**config.mk**
```make
export PLATFORM = sky130hd
export DESIGN_NAME = spi_seq
export DESIGN_NICKNAME = d
export VERILOG_FILES = /design/src/rtl/spi_seq_pkg.sv /design/src/rtl/spi_seq_timer.sv /design/src/rtl/spi_seq.sv
export SDC_FILE = /design/constraint.sdc
export NUM_CORES = 1
export LEC_CHECK = 0
export ABC_AREA = 0
export ABC_CLOCK_PERIOD_IN_PS = 2800
export BUFFER_PORTS_ARGS = -buffer_cell sky130_fd_sc_hd__buf_2
export CORE_ASPECT_RATIO = 0.9
export CORE_MARGIN = 2
export CORE_UTILIZATION = 50
export DETAILED_ROUTE_END_ITERATION = 12
export PLACE_DENSITY = 0.81
export SYNTH_ARGS = -nofsm -noshare
export SYNTH_HDL_FRONTEND = slang
export SYNTH_SLANG_ARGS = --single-unit
```
**constraint.sdc**
```tcl
create_clock -name clk -period 2.8 [get_ports clk]
set_clock_uncertainty 0.05 [all_clocks]
set_input_delay 0 -clock clk [delete_from_list [all_inputs] [get_ports clk]]
set_output_delay 0 -clock clk [all_outputs]
set_load 0.1 [all_outputs]
```
**src/rtl/spi_seq_pkg.sv**
```systemverilog
// spi_seq_pkg: shared register map, CTRL bit layout, FSM state and byte-phase
// encodings for the spi_seq register-level SPI sequencer.
package spi_seq_pkg;

    // Peripheral register offsets
    localparam logic [7:0] OFF_CTRL   = 8'h00;
    localparam logic [7:0] OFF_DATA   = 8'h04;
    localparam logic [7:0] OFF_STATUS = 8'h08;

    // Byte-lane selects
    localparam logic [3:0] SEL_DATA = 4'b0001;
    localparam logic [3:0] SEL_CTRL = 4'b0011;

    // CTRL bit positions
    localparam int CTRL_EN      = 0;
    localparam int CTRL_CPOL    = 1;
    localparam int CTRL_CPHA    = 2;
    localparam int CTRL_CS      = 3;
    localparam int CTRL_DIV_LSB = 8;

    // STATUS bit positions
    localparam int STAT_BUSY = 0;

    typedef enum logic [2:0] {
        IDLE, LOAD, START, WAIT, POLL, FETCH, CS_OFF, FIN
    } state_e;

    typedef enum logic [2:0] {
        PH_CMD, PH_A2, PH_A1, PH_A0, PH_DATA
    } phase_e;

    // CTRL word: on=1 starts a byte with CS held, on=0 drops CS and EN.
    function automatic logic [31:0] ctrl_word(input logic [7:0] div,
                                              input logic       cpha,
                                              input logic       cpol,
                                              input logic       on);
        logic [31:0] w;
        w = '0;
        w[CTRL_DIV_LSB +: 8] = div;
        w[CTRL_CPHA]         = cpha;
        w[CTRL_CPOL]         = cpol;
        w[CTRL_CS]           = on;
        w[CTRL_EN]           = on;
        return w;
    endfunction

endpackage

```
**src/rtl/spi_seq_timer.sv**
```systemverilog
// spi_seq_timer: POLL timeout counter, only instantiated when
// SPI_SEQ_TIMEOUT_EN is defined.
// Ports: clk, rst_n (async low); run_i counts while high, clears while low;
//        expired_o high in the TIMEOUT-th consecutive run cycle.
module spi_seq_timer #(
    parameter logic [15:0] TIMEOUT = 16'd4096
) (
    input  logic clk,
    input  logic rst_n,
    input  logic run_i,
    output logic expired_o
);

    logic [15:0] cnt_q;

    assign expired_o = run_i && (({1'b0, cnt_q} + 17'd1) >= {1'b0, TIMEOUT});

    always_ff @(posedge clk or negedge rst_n) begin
        if (!rst_n)          cnt_q <= '0;
        else if (!run_i)     cnt_q <= '0;
        else if (!expired_o) cnt_q <= cnt_q + 16'd1;
    end

endmodule

```
**src/rtl/spi_seq.sv**
```systemverilog
// spi_seq: sequences a command/address/data SPI transaction through a
// register-mapped SPI peripheral (CTRL/DATA/STATUS), one byte at a time,
// holding CS across the whole transaction.
// Ports: clk, rst_n (async low); req_* transaction request; tx_* write bytes
//        in; rx_* read bytes out; busy/done/err status; spi_* register master.
// Build option: SPI_SEQ_TIMEOUT_EN adds a POLL timeout that aborts with err.
module spi_seq
    import spi_seq_pkg::*;
#(
    parameter logic [7:0]  DIV     = 8'd0,
    parameter logic        CPOL    = 1'b0,
    parameter logic        CPHA    = 1'b0,
    parameter logic [15:0] TIMEOUT = 16'd4096
) (
    input  logic        clk,
    input  logic        rst_n,
    input  logic        req_valid,
    output logic        req_ready,
    input  logic [7:0]  req_cmd,
    input  logic [23:0] req_addr,
    input  logic        req_addr_en,
    input  logic        req_wr,
    input  logic [7:0]  req_len,
    input  logic        tx_valid,
    output logic        tx_ready,
    input  logic [7:0]  tx_data,
    output logic        rx_valid,
    input  logic        rx_ready,
    output logic [7:0]  rx_data,
    output logic        busy,
    output logic        done,
    output logic        err,
    output logic [7:0]  spi_waddr_o,
    output logic [31:0] spi_wdata_o,
    output logic [3:0]  spi_sel_o,
    output logic        spi_we_o,
    output logic [7:0]  spi_raddr_o,
    output logic        spi_rd_o,
    input  logic [31:0] spi_rdata_i
);

    state_e      state_q, state_d;
    phase_e      phase_q, phase_d, adv_phase;
    logic [7:0]  cmd_q, cmd_d, len_q, len_d, cnt_q, cnt_d, adv_cnt, cur_byte;
    logic [23:0] addr_q, addr_d;
    logic        addr_en_q, addr_en_d, wr_q, wr_d, adv_last;
    logic [1:0]  wcnt_q, wcnt_d;
    logic        pend_q, pend_d;          // register read issued, data due this cycle
    logic        rxv_q, rxv_d;
    logic [7:0]  rxd_q, rxd_d;
    logic        rdy_q, rdy_d;
    logic        wr_phase;
    logic        unused_rdata;

    assign unused_rdata = ^spi_rdata_i[31:8];

`ifdef SPI_SEQ_TIMEOUT_EN
    logic tmo_hit, abort_q, abort_d;
    spi_seq_timer #(.TIMEOUT(TIMEOUT)) u_timer (
        .clk       (clk),
        .rst_n     (rst_n),
        .run_i     (state_q == POLL),
        .expired_o (tmo_hit)
    );
`else
    localparam logic [15:0] unused_timeout = TIMEOUT;
`endif

    assign req_ready = rdy_q;
    assign rx_valid  = rxv_q;
    assign rx_data   = rxd_q;
    assign wr_phase  = (phase_q == PH_DATA) && wr_q;

    always_comb begin
        case (phase_q)
            PH_CMD:  cur_byte = cmd_q;
            PH_A2:   cur_byte = addr_q[23:16];
            PH_A1:   cur_byte = addr_q[15:8];
            PH_A0:   cur_byte = addr_q[7:0];
            default: cur_byte = wr_q ? tx_data : 8'hFF;
        endcase
    end

    // Where to go once the current byte is fully finished.
    always_comb begin
        adv_phase = phase_q;
        adv_cnt   = cnt_q;
        adv_last  = 1'b0;
        case (phase_q)
            PH_CMD: begin
                if (addr_en_q)            adv_phase = PH_A2;
                else if (len_q != 8'd0) begin adv_phase = PH_DATA; adv_cnt = '0; end
                else                      adv_last = 1'b1;
            end
            PH_A2: adv_phase = PH_A1;
            PH_A1: adv_phase = PH_A0;
            PH_A0: begin
                if (len_q != 8'd0) begin adv_phase = PH_DATA; adv_cnt = '0; end
                else                 adv_last = 1'b1;
            end
            default: begin
                // compare against len-1 so len=255 never needs a 9-bit count
                if (cnt_q == len_q - 8'd1) adv_last = 1'b1;
                else                       adv_cnt  = cnt_q + 8'd1;
            end
        endcase
    end

    always_comb begin
        state_d   = state_q;
        phase_d   = phase_q;
        cmd_d     = cmd_q;
        addr_d    = addr_q;
        addr_en_d = addr_en_q;
        wr_d      = wr_q;
        len_d     = len_q;
        cnt_d     = cnt_q;
        wcnt_d    = wcnt_q;
        pend_d    = pend_q;
        rxv_d     = rxv_q;
        rxd_d     = rxd_q;
`ifdef SPI_SEQ_TIMEOUT_EN
        abort_d   = abort_q;
`endif
        spi_we_o    = 1'b0;
        spi_waddr_o = '0;
        spi_wdata_o = '0;
        spi_sel_o   = '0;
        spi_rd_o    = 1'b0;
        spi_raddr_o = '0;
        tx_ready    = 1'b0;
        busy        = (state_q != IDLE);
        done        = 1'b0;
        err         = 1'b0;

        case (state_q)
            IDLE: begin
                if (req_valid && rdy_q) begin
                    cmd_d     = req_cmd;
                    addr_d    = req_addr;
                    addr_en_d = req_addr_en;
                    wr_d      = req_wr;
                    len_d     = req_len;
                    cnt_d     = '0;
                    phase_d   = PH_CMD;
`ifdef SPI_SEQ_TIMEOUT_EN
                    abort_d   = 1'b0;
`endif
                    state_d   = LOAD;
                end
            end
            LOAD: begin
                tx_ready = wr_phase;
                if (!wr_phase || tx_valid) begin
                    spi_we_o    = 1'b1;
                    spi_waddr_o = OFF_DATA;
                    spi_wdata_o = {24'h0, cur_byte};
                    spi_sel_o   = SEL_DATA;
                    state_d     = START;
                end
            end
            START: begin
                spi_we_o    = 1'b1;
                spi_waddr_o = OFF_CTRL;
                spi_wdata_o = ctrl_word(DIV, CPHA, CPOL, 1'b1);
                spi_sel_o   = SEL_CTRL;
                wcnt_d      = '0;
                state_d     = WAIT;
            end
            WAIT: begin
                // peripheral busy flag is not valid until 3 cycles after start
                wcnt_d = wcnt_q + 2'd1;
                if (wcnt_q == 2'd2) begin
                    pend_d  = 1'b0;
                    state_d = POLL;
                end
            end
            POLL: begin
                if (pend_q && !spi_rdata_i[STAT_BUSY]) begin
                    pend_d = 1'b0;
                    if (phase_q == PH_DATA && !wr_q) state_d = FETCH;
                    else begin
                        phase_d = adv_phase;
                        cnt_d   = adv_cnt;
                        state_d = adv_last ? CS_OFF : LOAD;
                    end
                end
`ifdef SPI_SEQ_TIMEOUT_EN
                else if (tmo_hit) begin
                    pend_d  = 1'b0;
                    abort_d = 1'b1;
                    state_d = CS_OFF;
                end
`endif
                else if (!pend_q) begin
                    spi_rd_o    = 1'b1;
                    spi_raddr_o = OFF_STATUS;
                    pend_d      = 1'b1;
                end else begin
                    pend_d = 1'b0;
                end
            end
            FETCH: begin
                if (rxv_q) begin
                    if (rx_ready) begin
                        rxv_d   = 1'b0;
                        phase_d = adv_phase;
                        cnt_d   = adv_cnt;
                        state_d = adv_last ? CS_OFF : LOAD;
                    end
                end else if (pend_q) begin
                    rxd_d  = spi_rdata_i[7:0];
                    rxv_d  = 1'b1;
                    pend_d = 1'b0;
                end else begin
                    spi_rd_o    = 1'b1;
                    spi_raddr_o = OFF_DATA;
                    pend_d      = 1'b1;
                end
            end
            CS_OFF: begin
                spi_we_o    = 1'b1;
                spi_waddr_o = OFF_CTRL;
                spi_wdata_o = ctrl_word(DIV, CPHA, CPOL, 1'b0);
                spi_sel_o   = SEL_CTRL;
                state_d     = FIN;
            end
            default: begin // FIN
`ifdef SPI_SEQ_TIMEOUT_EN
                done = !abort_q;
                err  = abort_q;
`else
                done = 1'b1;
`endif
                state_d = IDLE;
            end
        endcase
        // registered so ready stays low through reset and the first edge after
        rdy_d = (state_d == IDLE);
    end

    always_ff @(posedge clk or negedge rst_n) begin
        if (!rst_n) begin
            state_q   <= IDLE;
            phase_q   <= PH_CMD;
            cmd_q     <= '0;
            addr_q    <= '0;
            addr_en_q <= 1'b0;
            wr_q      <= 1'b0;
            len_q     <= '0;
            cnt_q     <= '0;
            wcnt_q    <= '0;
            pend_q    <= 1'b0;
            rxv_q     <= 1'b0;
            rxd_q     <= '0;
            rdy_q     <= 1'b0;
`ifdef SPI_SEQ_TIMEOUT_EN
            abort_q   <= 1'b0;
`endif
        end else begin
            state_q   <= state_d;
            phase_q   <= phase_d;
            cmd_q     <= cmd_d;
            addr_q    <= addr_d;
            addr_en_q <= addr_en_d;
            wr_q      <= wr_d;
            len_q     <= len_d;
            cnt_q     <= cnt_d;
            wcnt_q    <= wcnt_d;
            pend_q    <= pend_d;
            rxv_q     <= rxv_d;
            rxd_q     <= rxd_d;
            rdy_q     <= rdy_d;
`ifdef SPI_SEQ_TIMEOUT_EN
            abort_q   <= abort_d;
`endif
        end
    end

endmodule

```
# [Yosys cells after proc, flatten, opt, wreduce, memory -nomap -nowiden]
# Index checks and enable logic that the tools add are counted.
[word_totals] ff_bits=69 in_bits=87 out_inout_bits=68 word_cells=119
[classes] n_addsub=3 n_eq_ne=19 muxes=60 bitwise_logic=1 reduce_logical=23
[ops] op="8-bit two-way mux" n=10
[ops] op="3-bit two-way mux" n=19
[ops] op="8-bit case mux with 3 select lines" n=2
[ops] op="8-bit case mux with 4 select lines" n=1
[ops] op="3-bit case mux with 7 select lines" n=1
[ops] op="8-bit case mux with 2 select lines" n=1
[ops] op="1-bit two-way mux" n=15
[ops] op="2-bit inequality test (second input constant)" n=7
[ops] op="3-bit by 2-bit == test with 1-bit output (second input constant)" n=4
[ops] op="3-bit == test (second input constant)" n=4
[ops] op="3-bit case mux with 4 select lines" n=1
[ops] op="3-bit zero test" n=3
[ops] op="3-bit case mux with 3 select lines" n=1
[ops] op="3-bit nonzero test" n=3
[ops] op="8-bit by 1-bit adder with 8-bit output (second input constant)" n=1
[ops] op="8-bit == test" n=1
[ops] op="4-bit two-way mux" n=2
[ops] op="2-bit case mux with 2 select lines" n=2
[ops] op="4-bit case mux with 2 select lines" n=1
[ops] op="8-bit nonzero test" n=1
[ops] op="8-bit by 1-bit subtractor with 8-bit output (second input constant)" n=1
[ops] op="7-bit OR reduction" n=1
[ops] op="3-bit by 1-bit == test with 1-bit output (second input constant)" n=2
[ops] op="1-bit case mux with 3 select lines" n=2
[ops] op="other kinds (12)" n=20

# [Logic depth before layout (Yosys ltp)]
# Gate-level depths: netlist of run 1.
[depth] depth_word=9 depth_mapped=9 mapped_depth_nobuf=8

# [Worst setup path after synthesis of run 1]
# Ideal clock, no wire load.
[synth_path] kind="register to output" from="reg state_q[0]" to="out spi_wdata_o[0]" arrival_ns=3.771 required_ns=2.750 slack_ns=-1.021 path_stages_with_launch=7 n_path_buf=2 cell_sequence="dfrtp_1 buf_2 clkbuf_1 nand2_1 nor2_1 o221ai_1 o21ai_0"
[synth_via] elab_chain_cells=2 elab_cells_between_ends=3 classes_between="eq/ne: 2; mux: 1"
[synth_rtl] item="from (decl)" line="spi_seq.sv:42" rtl="state_e state_q, state_d;"
[synth_rtl] item="from (signal assigned)" line="spi_seq.sv:261" rtl="state_q <= state_d;"
[synth_rtl] item="3-bit by 2-bit == test with 1-bit output / 3-bit by 1-bit == test with 1-bit output (equally long branches)" line="spi_seq.sv:136" rtl="case (state_q)"
[synth_rtl] item="8-bit case mux with 2 select lines *" line="spi_seq.sv:136"
[synth_rtl] item="to (decl)" line="spi_seq.sv:34" rtl="output logic [31:0] spi_wdata_o,"
# Mark *: on every way between the ends. The rest lies on a longest branch, timed or not.

# [Worst setup path after layout of run 1]
[layout_path] from="reg len_q[3]" to="reg cnt_q[0]"
[layout_via] elab_chain_cells=7 elab_cells_between_ends=12 classes_between="add/sub: 1; eq/ne: 1; mux: 9; reduce/logical: 1"
[layout_rtl] item="from (decl)" line="spi_seq.sv:44" rtl="logic [7:0] cmd_q, cmd_d, len_q, len_d, cnt_q, cnt_d, adv_cnt, cur_byte;"
[layout_rtl] item="from (signal assigned)" line="spi_seq.sv:267" rtl="len_q <= len_d;"
[layout_rtl] item="8-bit by 1-bit subtractor with 8-bit output / 8-bit nonzero test (equally long branches)" line="spi_seq.sv:103, spi_seq.sv:92, spi_seq.sv:98"
[layout_rtl] item="8-bit == test / 8-bit two-way mux (equally long branches)" line="spi_seq.sv:103, spi_seq.sv:92, spi_seq.sv:98"
[layout_rtl] item="8-bit two-way mux, on equally long branches" line="spi_seq.sv:103, spi_seq.sv:91"
[layout_rtl] item="8-bit case mux with 3 select lines *" line="spi_seq.sv:89" rtl="case (phase_q)"
[layout_rtl] item="8-bit two-way mux, on equally long branches" line="spi_seq.sv:205, spi_seq.sv:181"
[layout_rtl] item="8-bit two-way mux, on equally long branches" line="spi_seq.sv:204, spi_seq.sv:179"
[layout_rtl] item="8-bit case mux with 3 select lines *" line="spi_seq.sv:136"
[layout_rtl] item="to (signal assigned)" line="spi_seq.sv:268" rtl="cnt_q <= cnt_d;"
[layout_rtl] item="to (decl)" line="spi_seq.sv:44"
# Mark *: on every way between the ends. The rest lies on a longest branch, timed or not. The select of a mux whose other input is x is not followed.
# A chain may end at the register's enable or synchronous reset.

==> metrics, run 1 <==
status completed; Clock Pin Slew Worst Setup and Hold Paths 80 ps; die area 8830 µm²; worst skew pair latency 340 ps; Min-Delay Path Depth 5; minimum clock period 2520 ps; fill count 587; Crit. End Element flip-flop; port bufs 90; setup ws final 280 ps; post-CTS setup buffers 0; Non-Filler Instances 614; classification of the worst setup path reg2reg; Die Height 89.4 µm; Starting Density 50.9%; setup TNS 0 ps; Leakage 2.48 nW; dpl cells 546; Multi-input gate area 2070 µm²; worst min path class in2reg; I/O pin cnt 155; sequential cell area 1730 µm²; Reg2Reg Depth 6; drt drc 0; Worst-Margin Slew 864 ps; Clk pwr share 16.6%; Internal 2.74 mW; pre-CTS setup slack 294 ps; Initial DRT Pass Iterations 4; synthesized area per cell 11.0 µm²; Synthesis Warnings 0; top cell type's share of synthesized area 42.6%; switching power 2.71 mW; first-pass GRT wire length 15.0 mm; Max Cap Viol 0; CTS H-tree lvls 3; RSZ-0062 raised after global routing no; post-place instance area 4490 µm²; startpoint types flip-flop; sw frac 49.7%; CTS Sinks 69; EDFF count, synth 0; Cells after Synth 368; Seq/Total Area, Yosys 42.6%; Synth Flop Type dfrtp_1; Synth Register Bits 69; antenna-violating nets left 0; final instance area 5230 µm²; vias in the first global route 3216; initial drt markers 182; Final setup viols 0; post-CTS sizing 0; combinational power share 52.5%; hold_buf cts 52; die width 98.9 µm; routed vias 3262; sequential share of power 30.9%; most frequent cells after synthesis dfrtp_1, mux2_2, buf_4, nand2_1, nor2_1; clock buffer depth 2; hpwl dp 6.21 mm; Post-synth ARST share 100%; Hold Vio Cnt, Final 0; RD Place Congestion 0.839; most area-hungry cell type in the Yosys netlist dfrtp_1; via/cell ratio 5.31; Root Driver clkbuf_8; top post-synthesis cells by area dfrtp_1, mux2_2, buf_4; Arr. time, crit path 2690 ps; ant diodes 0; hold_ws 84.6 ps; Pwr Density 1040 nW/µm²; CTS tree built; final slew viol count 0; share of post-route cells with drive strength above 1 38.1%; relative slew slack 42.4%; Fmax 0.397 GHz; VDD IR max 0.791 mV; area grow syn2layout 29.1%; total gr overflow 0; initial antenna violation count 0; largest net degree at the start of global routing 70; row count 31; final WL 9.41 mm; Mapped Area 4050 µm²; unique cell type count in the Yosys netlist 57; fin crit share 90.0%; # nets final 601; Global Route Usage Sum 21.5%; Req. time, crit path 2970 ps; core footprint 7950 µm²; top-count cell post-synth dfrtp_1; Num CTS Buffers 9; crit path max fanout 12; Avg WL per Cell 15.3 µm
==> placed cells by master (no fill, tap or decap), types with 3 or more instances in the layout <==
| master | instances |
|---|---|
| a21oi_1 | 9 |
| and3_1 | 4 |
| buf_2 | 90 |
| buf_4 | 12 |
| clkbuf_8 | 9 |
| conb_1 | 40 |
| dfrtp_1 | 69 |
| dlygate4sd3_1 | 52 |
| ha_1 | 4 |
| inv_1 | 8 |
| mux2_2 | 47 |
| mux2i_1 | 6 |
| mux4_2 | 8 |
| nand2_1 | 21 |
| nand2b_1 | 9 |
| nand3_1 | 10 |
| nand4_1 | 4 |
| nor2_1 | 14 |
| nor2b_1 | 6 |
| nor3_1 | 5 |
| nor3b_1 | 3 |
| nor4_1 | 3 |
| o211ai_1 | 4 |
| o21ai_0 | 10 |
| o221a_2 | 6 |
| o41ai_1 | 3 |
| or4_1 | 3 |
| xnor2_1 | 3 |
| xor2_1 | 7 |
==> critical path, cell delays in order (launching register included) <==
cell	delay (ps)
dfrtp_1	450
nor4_1	470
and3_1	320
o21bai_1	100
o211ai_1	700
o211ai_1	200
o41ai_1	110
==> path summary, 6_finish.rpt <==
kind | startpoint | to | slack, ps
min | tx_valid | state_q[1] | 80
max | len_q[3] | cnt_q[0] | 280
max in group asynchronous | rst_n | addr_q[19] | 1800
max reg2reg | len_q[3] | cnt_q[0] | 280
min reg2reg | rx_data[3] | rx_data[3] | 450
min in group asynchronous | rst_n | addr_q[1] | 340
==> cell type report <==
class	instances	area share, %
Inverter	8	0.574
Clock inverter	7	1.84
Timing Repair Buffer	154	20.3
Multi-Input combinational cell	268	39.5
Tap cell	99	2.37
Sequential cell	69	33.0
Clock buffer	9	2.37
==> routing by layer <==
layer / share of wire (%) / routed length [µm] / track usage (%)
met5: 0 / 0 / 0
met4: 1.0 / 96 / 6.48
met3: 6.0 / 563 / 4.77
met2: 52 / 4890 / 37.7
met1: 41 / 3860 / 26.9
==> logic make-up after synthesis <==
logic type,synth area share (%)
compound gates,11.3
xor+xnor,2.16
mux,19.0
flops,42.6
fa+ha+maj,1.24
other cells,0.0926
simple gates,12.9
buf+inv,10.6
==> flip-flops by register name, indices dropped and copies added, names as in the netlist <==
signal and count:
addr_en_q 1, addr_q 24, cmd_q 8, cnt_q 8, len_q 8, pend_q 1
phase_q 3, req_ready 1, rx_data 8, rx_valid 1, state_q 3, wcnt_q 2
wr_q 1
==> stage by stage <==
stage | utilization [%] | total power [mW]
after detailed placement | 56.4 | 4.46
final | 65.8 | 5.45
after global routing | 65.8 | 5.74
after floorplan | - | 4.03
after CTS | 65.8 | 5.43
after global placement | 56.4 | 4.37
==> power by group through the flow <==
stage	combinational, mW	clock [mW]	sequential, mW
4_1_cts	2.84	0.922	1.67
3_5_place_dp	2.77	0	1.70
3_3_place_gp	2.70	0	1.66
6_report	2.86	0.906	1.68
2_1_floorplan	2.32	0	1.71
5_1_grt	3.04	0.967	1.74
Power figures use the tool's default switching activity.
==> run 2, diff against run 1 <==
SETUP_SLACK_MARGIN = 0.3   (was not set)
==> run 2 against run 1 <==
Net effect:
- clock power is 18% lower
- worst setup slack better by 110 ps
- sequential share of layout area is 0.73 points lower
- highest routed layer unchanged
- first-iteration DRC count is 10% lower
- sequential power hardly changed
- critical path type unchanged
- via count is 4.9% higher
- maximum frequency is 4.8% higher
- critical path depth is 1 higher
- total power is 0.99% higher
==> metrics, run 2 (synthesized netlist as in run 1, its figures left out) <==
status completed; routed vias 3422; row count 31; Worst path max stage delay 550 ps; Clk pwr share 13.5%; area grow syn2layout 32.6%; vias in the first global route 3373; met1 Track Usage GR 27.1%; die area 8830 µm²; fin crit share 85.9%; initial antenna violation count 0; Global Route Usage Sum 22.7%; slowest cell on the critical path or4_4; Crit. End Element flip-flop; Fmax 0.416 GHz; hpwl dp 6.33 mm; drt drc 0; via/cell ratio 5.48; classification of the worst setup path reg2reg; met3 Usage GRT 5.71%; worst min path class in2reg; worst skew pair latency 340 ps; Worst-Margin Slew 629 ps; most frequent cells in the layout buf_2, dfrtp_1, dlygate4sd3_1, mux2_2, conb_1; Largest Register addr_q; combinational power share 55.5%; port bufs 90; I/O pin cnt 155; Final Power 5.50 mW; largest net degree at the start of global routing 47; sw frac 51.2%; most used cell, CP or4_4; dpl cells 546; cell breakdown of the critical path or4_4 > o2111ai_2 > a2bb2oi_2 > a211oi_4 > buf_6 > or4_4 > a21boi_2; antenna-violating nets left 0; crit path max fanout 8; relative slew slack 58.1%; Final setup viols 0; setup TNS 0 ps; Clock Pin Slew Worst Setup and Hold Paths 80 ps; clock buffer depth 2; core footprint 7950 µm²; total gr overflow 0; most common cell after layout, fill and taps aside buf_2; fill count 571; final WL 10.1 mm; Pwr Density 1020 nW/µm²; Initial DRT Pass Iterations 4; minimum clock period 2410 ps; CTS tree built; VDD IR max 0.797 mV; Starting Density 50.9%; initial drt markers 163; die width 98.9 µm; Arr. time, crit path 2630 ps; RSZ-0062 raised after global routing yes; final slew viol count 0; Non-Filler Instances 624; Hold Vio Cnt, Final 0; max FFs per register 24; RD Place Congestion 0.785; Leakage 2.51 nW; first-pass GRT wire length 15.9 mm; Max Cap Viol 0; CTS H-tree lvls 3; switching power 2.82 mW; ant diodes 0; Die Height 89.4 µm; sequential share of power 31.0%; Post-Route Utilization 67.5%; CTS Sinks 69; Num CTS Buffers 9; Root Driver clkbuf_8; share of post-route cells with drive strength above 1 43.0%; busiest grt layer met2; met2 usage 40.6%; startpoint types flip-flop; Internal 2.68 mW; # nets final 611; Avg WL per Cell 16.3 µm; Req. time, crit path 3020 ps
run 2: cell type report:
class	instances	area (µm²)	area share, %
Clock buffer	9	124	2.31
Timing Repair Buffer	164	1150	21.5
Multi-Input combinational cell	268	2150	40.1
Sequential cell	69	1730	32.3
Clock inverter	7	48.8	0.909
Tap cell	99	124	2.31
Inverter	8	30.0	0.559
run 2: power groups by stage:
stage | clock (mW) | combinational [mW] | sequential [mW]
after floorplan | 0 | 2.34 | 1.72
after CTS | 0.750 | 2.88 | 1.70
after detailed placement | 0 | 2.79 | 1.72
after global placement | 0 | 2.73 | 1.68
final | 0.743 | 3.05 | 1.70
after global routing | 0.803 | 3.24 | 1.76
run 2: metrics by stage:
stage / setup slack [ps] / hold WS (ps) / instance area [µm²]
global placement: 387 / -5.83 / 4530
floorplan: 120 / -346 / 4250
global route: 271 / 153 / 5370
CTS: 309 / 62.8 / 5250
detailed placement: 234 / 10.9 / 4530
finish: 394 / 90.1 / 5370
run 2: timing repair:
item                                    4_1_cts  5_1_grt
setup buffers                                 1        8
gates resized for setup                       5       15
gates cloned                                  0        1
endpoints found under the setup margin        8       17
pin swaps                                     1        5
endpoints found under the hold margin        75        0
hold buffers                                 52        0
run 2: worst paths after layout:
check	startpoint	endpoint	slack (ps)	cells past startpoint
hold / removal	tx_valid	state_q[1]	90	5
max in group asynchronous	rst_n	addr_q[4]	1890	3
setup / recovery	len_q[2]	cnt_q[4]	390	7
hold reg to reg	rx_data[6]	rx_data[6]	450	1
setup reg to reg	len_q[2]	cnt_q[4]	390	7
min in group asynchronous	rst_n	len_q[5]	150	2
run 2: worst max-delay path, delay by kind of cell, from the launching register on:
kind | cells | cell delay [ps]
buf+inv | 1 | 150
compound gates | 4 | 630
flops | 1 | 440
simple gates | 2 | 1060
run 2: routing by layer:
metal | share of wire (%) | wire length [µm] | up-vias
li1 | - | - | 1565
met1 | 40 | 4020 | 1690
met2 | 52 | 5280 | 145
met3 | 6.3 | 643 | 22
met4 | 1.9 | 194 | 0
met5 | 0 | 0 | -
